File: src/rtl/fetch_decode_if.sv
// fetch_decode_if: fetch-to-decode pipeline register contents.
interface fetch_decode_if;
  logic [31:0] instruction;
  logic [31:0] instr_npc;
  modport fetch (output instruction, instr_npc);
  modport decode (input instruction, instr_npc);
endinterface

File: src/rtl/fetch_stage.sv
// fetch_stage: PC, instruction request and a one-word skid buffer feeding the decode latch.
module fetch_stage #(
  parameter logic [31:0] PC_INIT = 32'h00000000
) (
  input  logic                 CLK,
  input  logic                 nRST,
  input  logic                 en,
  input  logic                 jump_instr,
  input  logic [31:0]          jump_target,
  input  logic                 branch_taken,
  input  logic [31:0]          branch_target,
  input  logic                 halt,
  output logic                 imemREN,
  output logic [31:0]          imemaddr,
  input  logic                 ihit,
  input  logic [31:0]          imemload,
  fetch_decode_if.fetch        out
);
  typedef enum logic [1:0] {FETCH, BUF, HALTED} state_t;
  state_t      state_q, state_d;
  logic [31:0] pc_q, pc_d, buf_word_q, buf_word_d, buf_npc_q, buf_npc_d;
  logic [31:0] instr_q, instr_d, npc_q, npc_d;
  logic        buf_valid_q, buf_valid_d;
  logic        redirect, fetch_hit, avail;
  logic [31:0] target, pc_plus4, avail_word, avail_npc;
  assign redirect   = en & (branch_taken | jump_instr);
  assign target     = branch_taken ? branch_target : jump_target;
  assign pc_plus4   = pc_q + 32'd4;
  assign fetch_hit  = (state_q == FETCH) & ihit;
  assign avail      = fetch_hit | ((state_q == BUF) & buf_valid_q);
  assign avail_word = fetch_hit ? imemload : buf_word_q;
  assign avail_npc  = fetch_hit ? pc_plus4 : buf_npc_q;
  assign imemREN    = state_q == FETCH;
  assign imemaddr   = pc_q;
  assign out.instruction = instr_q;
  assign out.instr_npc   = npc_q;
  always_comb begin
    state_d     = state_q;
    pc_d        = pc_q;
    buf_word_d  = buf_word_q;
    buf_npc_d   = buf_npc_q;
    buf_valid_d = buf_valid_q;
    instr_d     = instr_q;
    npc_d       = npc_q;
    if (state_q == HALTED) begin
      if (en) begin
        instr_d = '0;
        npc_d   = '0;
      end
    end else if (redirect || (en && halt)) begin
      pc_d        = redirect ? target : pc_q;
      state_d     = redirect ? FETCH : HALTED;
      buf_valid_d = 1'b0;
      instr_d     = '0;
      npc_d       = '0;
    end else begin
      if (en) begin
        instr_d = avail ? avail_word : '0;
        npc_d   = avail ? avail_npc : '0;
      end
      if (fetch_hit) pc_d = pc_plus4;
      // decode stalled: park the returned word so the request is not lost
      if (fetch_hit && !en) begin
        buf_word_d  = imemload;
        buf_npc_d   = pc_plus4;
        buf_valid_d = 1'b1;
        state_d     = BUF;
      end
      if (state_q == BUF && en) begin
        buf_valid_d = 1'b0;
        state_d     = FETCH;
      end
    end
  end
  always_ff @(posedge CLK or negedge nRST) begin
    if (!nRST) begin
      state_q     <= FETCH;
      pc_q        <= PC_INIT;
      buf_word_q  <= '0;
      buf_npc_q   <= '0;
      buf_valid_q <= 1'b0;
      instr_q     <= '0;
      npc_q       <= '0;
    end else begin
      state_q     <= state_d;
      pc_q        <= pc_d;
      buf_word_q  <= buf_word_d;
      buf_npc_q   <= buf_npc_d;
      buf_valid_q <= buf_valid_d;
      instr_q     <= instr_d;
      npc_q       <= npc_d;
    end
  end
endmodule

File: src/flat_wrapper.sv
// flat-port wrapper written by rule: the top's interface ports become plain ports
module fetch_stage_flat 
#(
  parameter logic [31:0] PC_INIT = 32'h00000000
)
  (CLK, nRST, en, jump_instr, jump_target, branch_taken, branch_target, halt, imemREN, imemaddr, ihit, imemload, out_instruction, out_instr_npc);
  fetch_decode_if out_i ();
  input  logic CLK;
  input  logic nRST;
  input  logic en;
  input  logic jump_instr;
  input  logic [31:0] jump_target;
  input  logic branch_taken;
  input  logic [31:0] branch_target;
  input  logic halt;
  output logic imemREN;
  output logic [31:0] imemaddr;
  input  logic ihit;
  input  logic [31:0] imemload;
  output wire logic [$bits(out_i.instruction)-1:0] out_instruction;
  output wire logic [$bits(out_i.instr_npc)-1:0] out_instr_npc;
  assign out_instruction = out_i.instruction;
  assign out_instr_npc = out_i.instr_npc;
  fetch_stage #(.PC_INIT(PC_INIT)) u_core (.CLK(CLK), .nRST(nRST), .en(en), .jump_instr(jump_instr), .jump_target(jump_target), .branch_taken(branch_taken), .branch_target(branch_target), .halt(halt), .imemREN(imemREN), .imemaddr(imemaddr), .ihit(ihit), .imemload(imemload), .out(out_i));
endmodule
File: config.mk
export PLATFORM = sky130hd
export DESIGN_NAME = fetch_stage_flat
export DESIGN_NICKNAME = d
export VERILOG_FILES = /design/src/rtl/fetch_decode_if.sv /design/src/rtl/fetch_stage.sv /design/src/flat_wrapper.sv
export SDC_FILE = /design/constraint.sdc
export NUM_CORES = 1
export LEC_CHECK = 0
export CELL_PAD_IN_SITES_DETAIL_PLACEMENT = 0
export CELL_PAD_IN_SITES_GLOBAL_PLACEMENT = 1
export CORE_UTILIZATION = 38
export CTS_CLUSTER_DIAMETER = 30
export CTS_CLUSTER_SIZE = 24
export DETAILED_ROUTE_END_ITERATION = 12
export PLACE_DENSITY = 0.85
export SYNTH_ARGS = -nofsm -noshare
export SYNTH_HDL_FRONTEND = slang
export SYNTH_SLANG_ARGS = --single-unit
File: constraint.sdc
create_clock -name CLK -period 2.4 [get_ports CLK]
set_input_delay 0.48 -clock CLK [delete_from_list [all_inputs] [get_ports CLK]]
set_output_delay 0.48 -clock CLK [all_outputs]
set_load 0.03 [all_outputs]
==> results.sh <==
export IMPL_hold_violations=0
export IMPL_first_pass_iters=5
export IMPL_fp_coreArea_um2=20490
export IMPL_viasPerCell=5.431
export IMPL_power_w=0.008777
export IMPL_comb_power_share_pct=28.7
export IMPL_slowest_stage="clkdlybuf4s50_1"
export IMPL_skew_ns=0.007682
export IMPL_initial_core_util_pct=39.34
export IMPL_seqPwrFrac_pct=40.7
export IMPL_worst_slew_pin_slew_ns=0.5209
export IMPL_min_from="u_core.buf_npc_q[21]"
export IMPL_die_h_um=147.7
export IMPL_p_int_w=0.005773
export IMPL_relSlewSlack_pct=65.28
export IMPL_worstSkewPairLatency_ns=0.43
export IMPL_hp_class="reg2reg"
export IMPL_cp_required_ns=1.92
export IMPL_post_route_period_util_pct=94.82
export IMPL_worst_setup_path_end_kind="output port"
export IMPL_drv_cap=0
export IMPL_netSwitchingFraction_pct=34.23
export IMPL_area_delta_synth_final_pct=41.03
export IMPL_grt_pass1_wl_um=37940
export IMPL_antenna_left=0
export IMPL_holdPathStages=2
export IMPL_drv_slew=0
export IMPL_power_density_nw_per_um2=771.9
export IMPL_outcome="complete, no violations"
export IMPL_drc=0
export IMPL_antenna_found_initial=0
export IMPL_period_minus_slack_ns=2.276
export IMPL_cts_clk_slew_worst_paths_ns=0.07
export IMPL_syn_inst=772
export IMPL_peakVddDrop_mv=0.4928
export IMPL_start_kind="flop"
export IMPL_layout_commonest_cell="clkdlybuf4s50_1"
export IMPL_cts_sinks=162
export IMPL_r2r_start="u_core.imemaddr[2]"
export IMPL_wl_per_cell_um=18.40
export IMPL_synthArstFlopShare_pct=100.0
export IMPL_worst_r2r_setup_slack_ns=0.13
export IMPL_die_area_um2=21810
export IMPL_multi_input_area_um2=3755
export IMPL_vias=6968
export IMPL_crit_arrival_ns=1.80
export IMPL_fmax_mhz=439.4
export IMPL_p_clk_share_pct=30.7
export IMPL_cts_root_buf="clkbuf_16"
export IMPL_ys_flop_type="dfrtp_1"
export IMPL_cts_buffer_depth=2
export IMPL_setup_viol=0
export IMPL_cellLeakagePower_nw=4.642
export IMPL_ff_latch_area_um2=4054
export IMPL_path_cells="buf_4, clkdlybuf4s50_1"
export IMPL_rr_worst_depth=5
export IMPL_numPortBuffers=199
export IMPL_layout_drive_gt1_share_pct=16.88
export IMPL_cts_setup_buffers=0
export IMPL_crit_path_max_incr_delay_ns=0.67
export IMPL_grt_pass1_vias=7003
export IMPL_htreeDepth=4
export IMPL_n_fill_cell=1818
export IMPL_holdWs_ns=0.4714
export IMPL_crit_type="reg2out"
export IMPL_antenna_cells=0
export IMPL_synth_warnings=0
export IMPL_synth_edff_count=0
export IMPL_dp_slack_ns=-0.1021
export IMPL_syn_num_nets=876
export IMPL_dp_hpwl_um=16820
export IMPL_post_cts_resized=0
export IMPL_overflow=0
export IMPL_die_x_um=147.7
export IMPL_ys_ff_latch=162
export IMPL_grt_use_total_pct=22.34
export IMPL_ys_seq_area_share_pct=50.28
export IMPL_cts_buffers=17
export IMPL_wirelength_um=23610
export IMPL_cts_tree="yes"
export IMPL_rsz0062_at_grt="no"
export IMPL_avgSynthCellArea_um2=10.44
export IMPL_drtIter0Drc=463
export IMPL_gp_congestion=0.8728
export IMPL_cp_max_fo=9
export IMPL_grt_max_degree=68
export IMPL_worstReg2RegEnd="u_core.out.instr_npc[27]"
export IMPL_synth_cell_types=54
export IMPL_nets=1104
export IMPL_pin_count=200
export IMPL_syn_area_um2=8063
export IMPL_holdPathEnd="u_core.buf_npc_q[21]"
export IMPL_fp_row_count=52
export IMPL_layout_common_cells="197 x clkdlybuf4s50_1, 162 x dfrtp_1, 67 x nor2_1"
export IMPL_p_sw_w=0.003004
export IMPL_ctsHoldBuffers=1
export IMPL_fin_ws_ns=0.1243
## worst max-delay path: cells and delay by family (launching register included)
family                 cells  cell delay, ns
buffers and inverters      2            0.87
DFF                        1            0.50
## Yosys cell counts (10+ instances only)
cell / count / share of area, %
xor2_1: 10 / 1.1
o21ai_0: 54 / 3.4
o22ai_1: 11 / 0.85
o2bb2ai_1: 49 / 5.3
nand3_1: 23 / 1.4
nand2_1: 40 / 1.9
mux2i_1: 54 / 6.7
nor2_1: 68 / 3.2
mux2_2: 52 / 7.3
nor3_1: 29 / 1.8
buf_1: 17 / 0.79
a21oi_1: 38 / 2.4
xnor2_1: 10 / 1.1
dfrtp_1: 162 / 50
clkbuf_1: 38 / 1.8
## power by group through the flow
stage | registers [W] | logic (W) | clock network [W]
floorplan | 0.00387 | 0.00110 | 0
global placement | 0.00360 | 0.00248 | 0
detailed placement | 0.00361 | 0.00252 | 0
CTS | 0.00356 | 0.00253 | 0.00275
global route | 0.00363 | 0.00272 | 0.00287
finish | 0.00357 | 0.00252 | 0.00269
## per-stage QoR
step | setup TNS, ns | utilization [%] | area [um2] | cells
2_1_floorplan | 0 | - | 8063 | 772
3_3_place_gp | -2.081 | 52.58 | 10780 | 1250
3_5_place_dp | -4.273 | 52.58 | 10780 | 1250
4_1_cts | 0 | 55.48 | 11370 | 1283
5_1_grt | 0 | 55.48 | 11370 | 1283
6_report | 0 | 55.48 | 11370 | 1283
## worst max path at each step
| stage | cells past startpoint | endpoint | startpoint |
|---|---|---|---|
| 2_1_floorplan | 5 | u_core.out.instr_npc[27] | u_core.imemaddr[7] |
| 3_3_place_gp | 5 | u_core.buf_word_q[29] | ihit |
| 3_5_place_dp | 5 | u_core.buf_word_q[5] | ihit |
| 4_1_cts | 2 | imemaddr[22] | u_core.imemaddr[22] |
| 5_1_grt | 7 | u_core.out.instr_npc[20] | u_core.imemaddr[2] |
| 6_report | 2 | imemaddr[22] | u_core.imemaddr[22] |
## cell type report
type | instances | area share (%)
clock buffer | 17 | 3.741
timing repair buffer | 272 | 22.99
multi-input combinational | 540 | 33.02
inverter | 7 | 0.2311
tap | 270 | 2.971
sequential | 162 | 35.65
clock inverter | 15 | 1.397
## cell families after synthesis
| logic type | after synthesis | synth area share [%] |
|---|---|---|
| adders and majority gates | 1 | 0.1552 |
| buffers and inverters | 70 | 3.445 |
| DFF | 162 | 50.28 |
| AOI/OAI and AO/OA | 205 | 17.27 |
| xor gates and xnor gates | 20 | 2.172 |
| and+or+nand+nor | 208 | 12.71 |
| muxes | 106 | 13.97 |
## state kept, by name, indices dropped and copies added (netlist names)
name	cells
u_core.buf_npc_q	32
u_core.buf_word_q	32
u_core.imemaddr	32
u_core.out.instr_npc	32
u_core.out.instruction	32
u_core.state_q	2
## layer usage
| layer | vias to the layer above | global-route usage (%) | part of all wire [%] |
|---|---|---|---|
| met5 | - | 0 | 0 |
| met4 | 0 | 6.392 | 1.3 |
| met3 | 23 | 3.272 | 4.1 |
| met2 | 213 | 37.69 | 50 |
| met1 | 3425 | 29.79 | 45 |
| li1 | 3307 | - | - |
No activity file was read; power rests on OpenSTA's default activity.
